==> config.mk <==
export PLATFORM = sky130hd
export DESIGN_NAME = reg_bus_arbiter
export DESIGN_NICKNAME = d
export VERILOG_FILES = /design/src/rtl/reg_bus_arbiter.sv
export SDC_FILE = /design/constraint.sdc
export NUM_CORES = 1
export LEC_CHECK = 0
export CAP_MARGIN = 20
export CORE_MARGIN = 5
export CORE_UTILIZATION = 42
export CTS_CLUSTER_DIAMETER = 80
export DETAILED_ROUTE_END_ITERATION = 10
export PLACE_DENSITY_LB_ADDON = 0.08
export REMOVE_ABC_BUFFERS = 1
export SYNTH_ARGS = -nofsm -noshare
export SYNTH_HDL_FRONTEND = slang
export SYNTH_SLANG_ARGS = --single-unit
export TNS_END_PERCENT = 50
==> constraint.sdc <==
create_clock -name aclk -period 2.09 [get_ports aclk]
set_input_delay 0.209 -clock aclk [delete_from_list [all_inputs] [get_ports aclk]]
set_output_delay 0.209 -clock aclk [all_outputs]
set_load 0.01 [all_outputs]
==> src/rtl/reg_bus_arbiter.sv <==
// Two-requester round-robin arbiter onto a single register-bank port.
// Each transaction runs IDLE -> ACCESS -> RESP, and every output is registered.
module reg_bus_arbiter #(
  parameter int ADDR_WIDTH = 32,
  parameter int DATA_WIDTH = 32
) (
  input  logic                    aclk,
  input  logic                    areset,
  input  logic                    m0_req,
  input  logic                    m0_we,
  input  logic [ADDR_WIDTH-1:0]   m0_addr,
  input  logic [DATA_WIDTH-1:0]   m0_wdata,
  input  logic [DATA_WIDTH/8-1:0] m0_be,
  output logic                    m0_ack,
  output logic [DATA_WIDTH-1:0]   m0_rdata,
  input  logic                    m1_req,
  input  logic                    m1_we,
  input  logic [ADDR_WIDTH-1:0]   m1_addr,
  input  logic [DATA_WIDTH-1:0]   m1_wdata,
  input  logic [DATA_WIDTH/8-1:0] m1_be,
  output logic                    m1_ack,
  output logic [DATA_WIDTH-1:0]   m1_rdata,
  output logic [ADDR_WIDTH-1:0]   reg_addr,
  output logic [DATA_WIDTH-1:0]   reg_wdata,
  output logic [DATA_WIDTH/8-1:0] reg_be,
  output logic                    reg_we,
  output logic                    reg_re,
  input  logic [DATA_WIDTH-1:0]   reg_rdata,
  output logic                    busy
);

  typedef enum logic [1:0] {IDLE, ACCESS, RESP} state_t;

  state_t                  state;
  logic                    grant;
  logic                    last;
  logic                    cmd_we;
  logic                    win;
  logic                    sel_we;
  logic [ADDR_WIDTH-1:0]   sel_addr;
  logic [DATA_WIDTH-1:0]   sel_wdata;
  logic [DATA_WIDTH/8-1:0] sel_be;

  // On a tie the requester not served last wins; otherwise the single requester wins.
  always_comb begin
    win = 1'b0;
    if (m0_req && m1_req) win = ~last;
    else                  win = m1_req;
    sel_we    = win ? m1_we    : m0_we;
    sel_addr  = win ? m1_addr  : m0_addr;
    sel_wdata = win ? m1_wdata : m0_wdata;
    sel_be    = win ? m1_be    : m0_be;
  end

  always_ff @(posedge aclk) begin
    if (areset) begin
      state     <= IDLE;
      last      <= 1'b1;
      grant     <= 1'b0;
      cmd_we    <= 1'b0;
      reg_addr  <= '0;
      reg_wdata <= '0;
      reg_be    <= '0;
      reg_we    <= 1'b0;
      reg_re    <= 1'b0;
      m0_ack    <= 1'b0;
      m1_ack    <= 1'b0;
      m0_rdata  <= '0;
      m1_rdata  <= '0;
      busy      <= 1'b0;
    end else begin
      case (state)
        IDLE: begin
          m0_ack <= 1'b0;
          m1_ack <= 1'b0;
          if (m0_req || m1_req) begin
            grant     <= win;
            cmd_we    <= sel_we;
            reg_addr  <= sel_addr;
            reg_wdata <= sel_wdata;
            reg_be    <= sel_be;
            reg_we    <= sel_we;
            reg_re    <= ~sel_we;
            busy      <= 1'b1;
            state     <= ACCESS;
          end
        end
        ACCESS: begin
          reg_we <= 1'b0;
          reg_re <= 1'b0;
          last   <= grant;
          if (!cmd_we) begin
            if (grant) m1_rdata <= reg_rdata;
            else       m0_rdata <= reg_rdata;
          end
          m0_ack <= ~grant;
          m1_ack <= grant;
          state  <= RESP;
        end
        RESP: begin
          m0_ack <= 1'b0;
          m1_ack <= 1'b0;
          busy   <= 1'b0;
          state  <= IDLE;
        end
        default: state <= IDLE;
      endcase
    end
  end

endmodule

; ---- After elaboration in Yosys (flattened, before gate mapping)
; Index checks and enable logic that the tools add are counted.
[classes]
eq_ne = 3
mux = 15
bitwise_logic = 4
n_reduce_logical = 12
[op_table]
columns = operator, count
row1 = 32-bit two-way mux, 2
row2 = 1-bit case mux with 2 select lines, 5
row3 = 2-bit AND reduction, 3
row4 = 3-bit AND reduction, 2
row5 = 2-bit nonzero test, 3
row6 = 1-bit two-way mux, 5
row7 = 4-bit two-way mux, 1
row8 = 1-bit inverter, 4
row9 = 2-bit case mux with 2 select lines, 1
row10 = 2-bit by 1-bit equality test with 1-bit output (second input constant), 1
row11 = 2-bit equality test (second input constant), 1
row12 = 2-bit zero test, 1
row13 = 2-bit two-way mux, 1
row14 = 2-bit inequality test (second input constant), 1
row15 = 2-bit OR reduction, 1
row16 = 1-bit logical AND, 1
row17 = 1-bit logical OR, 1
[totals]
ff_bits = 142
inputBits = 174
out_inout_bits = 137
word_cells = 48

; ---- Depth between registers and ports, before layout
[logic_depth]
word_depth = 6
mapped_depth = 6

; ---- Worst setup path after synthesis
; Ideal clock, no wire load.
[synth_timing]
path_type = reg-to-reg
start = reg state[1]
end = reg m0_rdata[10]
setup_ps = 138
arrival_ps = 1235
t_required_ps = 1952
slack_ps = 717
stages_incl_launch_ff = 7
synth_period_minus_slack_ps = 1373
path_cell_list = dfxtp_1 -> nand2b_4 -> or3_1 -> buf_6 -> buf_6 -> nand2_2 -> a21oi_2
[synth_via]
elab_chain_len = 2
[synth_rtl]
columns = element, line_no
row1 = "start, declared", 34  ; state_t state;
row2 = "start signal, assigned", 57  ; state <= IDLE;
row3 = "start signal, assigned", 85  ; state <= ACCESS;
row4 = "start signal, assigned", 98  ; state <= RESP;
row5 = 2-bit by 1-bit equality test with 1-bit output, 72  ; case (state)
row6 = 3-bit AND reduction (no line), -
row7 = "end signal, assigned", 94  ; else m0_rdata <= reg_rdata;
row8 = "end, declared", 15  ; output logic [DATA_WIDTH-1:0] m0_rdata,
; No other way between the ends.
; A chain may end at the register's enable or synchronous reset.

; ---- Worst setup path after layout
[layout_timing]
start = reg state[1]
end = reg m0_rdata[16]
; Same word-level chain as after synthesis.

==> impl_metrics.py <==
metrics = {
    "logic_synthesis": {
        "synth_area_leaders": "dfxtp_1 50%, nand2_1 17%, a311oi_1 11%, a21oi_1 5.0%, nor2_1 4.9%",
        "synth_top_area_share_pct": 50.48,
        "synth_cells": 699,
        "avgSynthCellArea_um2": 8.057,
        "yosys_warnings": 0,
        "yosysSeqAreaShare_pct": 50.48,
        "ys.flop_type": "dfxtp_1",
        "synth_edf_count": 0,
        "ys_ff_latch": 142,
        "synth_area_leader_cell": "dfxtp_1",
        "async_flop_share_pct": 0,
        "syn-cell-area_um2": 5632,
        "yosys.cell_types.count": 29,
    },
    "sta": {
        "tightest_slew_ns": 0.6582,
        "fin_tns_setup_ns": 0,
        "slew_viol_final": 0,
        "rsz0062_at_grt": "false",
        "finalCritPeriodShare_pct": 77.40,
        "skew_ns": 0.008158,
        "maxSlewHeadroom_pct": 56.12,
        "min_period_ns": 1.618,
        "clock.fmax_mhz": 618.2,
        "finalHoldViolCount": 0,
        "setup_violations": 0,
    },
    "hold_path": {
        "worst_hold_path_type": "in -> reg",
    },
    "worst_setup_path": {
        "start_kind": "flip-flop",
        "reg2reg_slack_ns": 0.47,
        "critPathSlowestCell": "dfxtp_1",
        "critical_path_class": "reg -> reg",
        "cp_slowest_stage_delay_ns": 0.47,
        "cp_max_fo": 32,
        "worst_setup_path_end_kind": "flip-flop",
        "r2r_cells": 5,
        "worstPathCellList": "nand2b_4 > or3_1 > buf_4 > nand2_1 > a21oi_1",
        "cp.required_ns": 2.43,
        "worstSetupStartpoint": "state[1]",
        "reg2reg_to": "m0_rdata[16]",
        "arrival_ns": 1.96,
        "r2r-start": "state[1]",
        "endpoint": "m0_rdata[16]",
    },
    "cts": {
        "cts.clk_slew.worst_paths_ns": 0.06,
        "cts.path.max_buffers": 2,
        "post_cts_buffers": 0,
        "clock-sinks": 142,
        "cts_buffers": 17,
        "tritoncts": "yes",
        "postCtsHoldBufs": 0,
        "cts-root-buf": "clkbuf_16",
        "clock_latency_ns": 0.42,
        "cts_resized": 0,
        "h-tree-depth": 4,
    },
    "route": {
        "drtIter0Drc": 343,
        "drc": 0,
        "met3_length_um": 1674,
        "via_per_inst": 5.087,
        "dr.pass1.iters": 4,
        "wl_per_cell_um": 16.87,
        "met1_length_um": 7630,
        "top_layer_used": "met4",
        "met2_length_um": 9774,
        "num_vias": 5952,
        "detail_route.wirelength_um": 19740,
        "ant_nets": 0,
    },
    "placement": {
        "port_buffers": 310,
        "gp_congestion": 0.9061,
        "dp_hpwl_um": 14470,
    },
    "floorplanning": {
        "fp.dieH_um": 125.8,
        "die-area_um2": 15820,
        "rows": 42,
        "core-area_um2": 13190,
        "pin_count": 311,
        "start_util_pct": 42.70,
        "die_x_um": 125.8,
    },
    "finish": {
        "antenna_cells": 0,
        "fin_nets": 1157,
        "area_growth_pct": 65.81,
        "final_util_pct": 70.79,
        "drive_gt1_share_pct": 6.942,
        "n_fill_cell": 1010,
    },
    "global_routing": {
        "antenna_found_initial": 0,
        "grt_first_pass_wirelength_um": 30950,
        "first_global_vias": 5976,
        "grtUsageTotal_pct": 24.08,
        "grt_max_degree": 70,
        "grt_overflow": 0,
    },
    "run": {
        "cap_violations": 0,
    },
    "power_and_ir_drop": {
        "power.density_nw_per_um2": 782.4,
        "peakVddDrop_uv": 529.0,
        "leakage_nw": 3.455,
    },
    "status": {
        "status": "finished, final reports clean",
    },
}
-- cell type report --
type	count	area (µm²)	area share, %
repair buffers	323	3286	35.19
flip-flops and latches	142	2843	30.44
multi-input cells	497	2465	26.40
clock buffers	22	474.2	5.078
well taps	176	220.2	2.358
clock inverters	8	42.54	0.4556
inverters	2	7.507	0.08040
-- cell usage after synthesis, types with 2 or more instances --
cell type and number:
o21ai_0 2, nand2_1 260, clkbuf_1 15, nand3_1 2, dfxtp_1 142, buf_2 32, a21oi_1 56, a311oi_1 68
nor2_1 74, nand2_2 10, a21oi_2 10, inv_1 2, buf_6 10
-- where the power goes --
group	internal, mW	total, mW	switching [mW]
clock	1.58	2.64	1.06
sequential	2.93	3.06	0.134
combinational	0.875	1.60	0.724
total	5.38	7.31	1.92
-- state kept, by name, summed over array words and instances, names as in the netlist --
name,count
m1_ack,1
cmd_we,1
last,1
reg_wdata,32
grant,1
m0_rdata,32
busy,1
reg_we,1
reg_addr,32
reg_be,4
m1_rdata,32
state,2
reg_re,1
m0_ack,1
-- metrics by stage --
step / hold slack (ns) / cell area, µm² / cells / setup WS [ns] / power, mW
2_1_floorplan: 0.2714 / 5295 / 641 / -0.3723 / 3.689
3_3_place_gp: 0.4415 / 8821 / 1140 / 0.3250 / 4.684
3_5_place_dp: 0.4467 / 8821 / 1140 / 0.2460 / 4.719
4_1_cts: 0.2926 / 9338 / 1170 / 0.4504 / 7.364
5_1_grt: 0.3343 / 9338 / 1170 / 0.3277 / 7.636
6_report: 0.3046 / 9338 / 1170 / 0.4724 / 7.306
-- layout by cell type, fill, tap and decap left out, types with 3 or more instances in the layout --
| cell type | count |
|---|---|
| nand2_2 | 10 |
| a21oi_1 | 56 |
| clkbuf_16 | 17 |
| nor2_1 | 74 |
| clkinv_2 | 7 |
| dfxtp_1 | 142 |
| clkdlybuf4s50_1 | 309 |
| nand2_1 | 260 |
| buf_12 | 7 |
| a21oi_2 | 10 |
| a311oi_1 | 68 |
| buf_4 | 7 |
| clkbuf_8 | 3 |
-- worst max-delay path, delay by kind of cell, from the launching register on --
family | cells | cell delay (ns)
and+or+nand+nor | 3 | 0.49
buffers and inverters | 1 | 0.39
AOI/OAI and AO/OA | 1 | 0.18
DFF | 1 | 0.47
-- cells by family after synthesis --
kind of cell,count (synthesis),synth area share (%)
simple gates,353,24.77
compound gates,143,18.46
flops,142,50.48
buf+inv,60,6.110
mux,1,0.1777
-- layer usage --
layer  vias up  track usage [%]
li1       2916                -
met1      2718            27.05
met2       279            41.98
met3        39            7.790
met4         0            10.28
met5         -                0
-- how the worst min path moves through the flow --
stage | from | endpoint | slack [ns] | cells past startpoint
6_report | areset | grant | 0.30 | 2
5_1_grt | areset | m0_rdata[10] | 0.33 | 2
4_1_cts | areset | grant | 0.29 | 2
3_5_place_dp | m1_rdata[8] | m1_rdata[8] | 0.45 | 2
3_3_place_gp | m0_rdata[21] | m0_rdata[21] | 0.44 | 2
2_1_floorplan | areset | m0_rdata[10] | 0.27 | 1
Power figures use the tool's default switching activity.
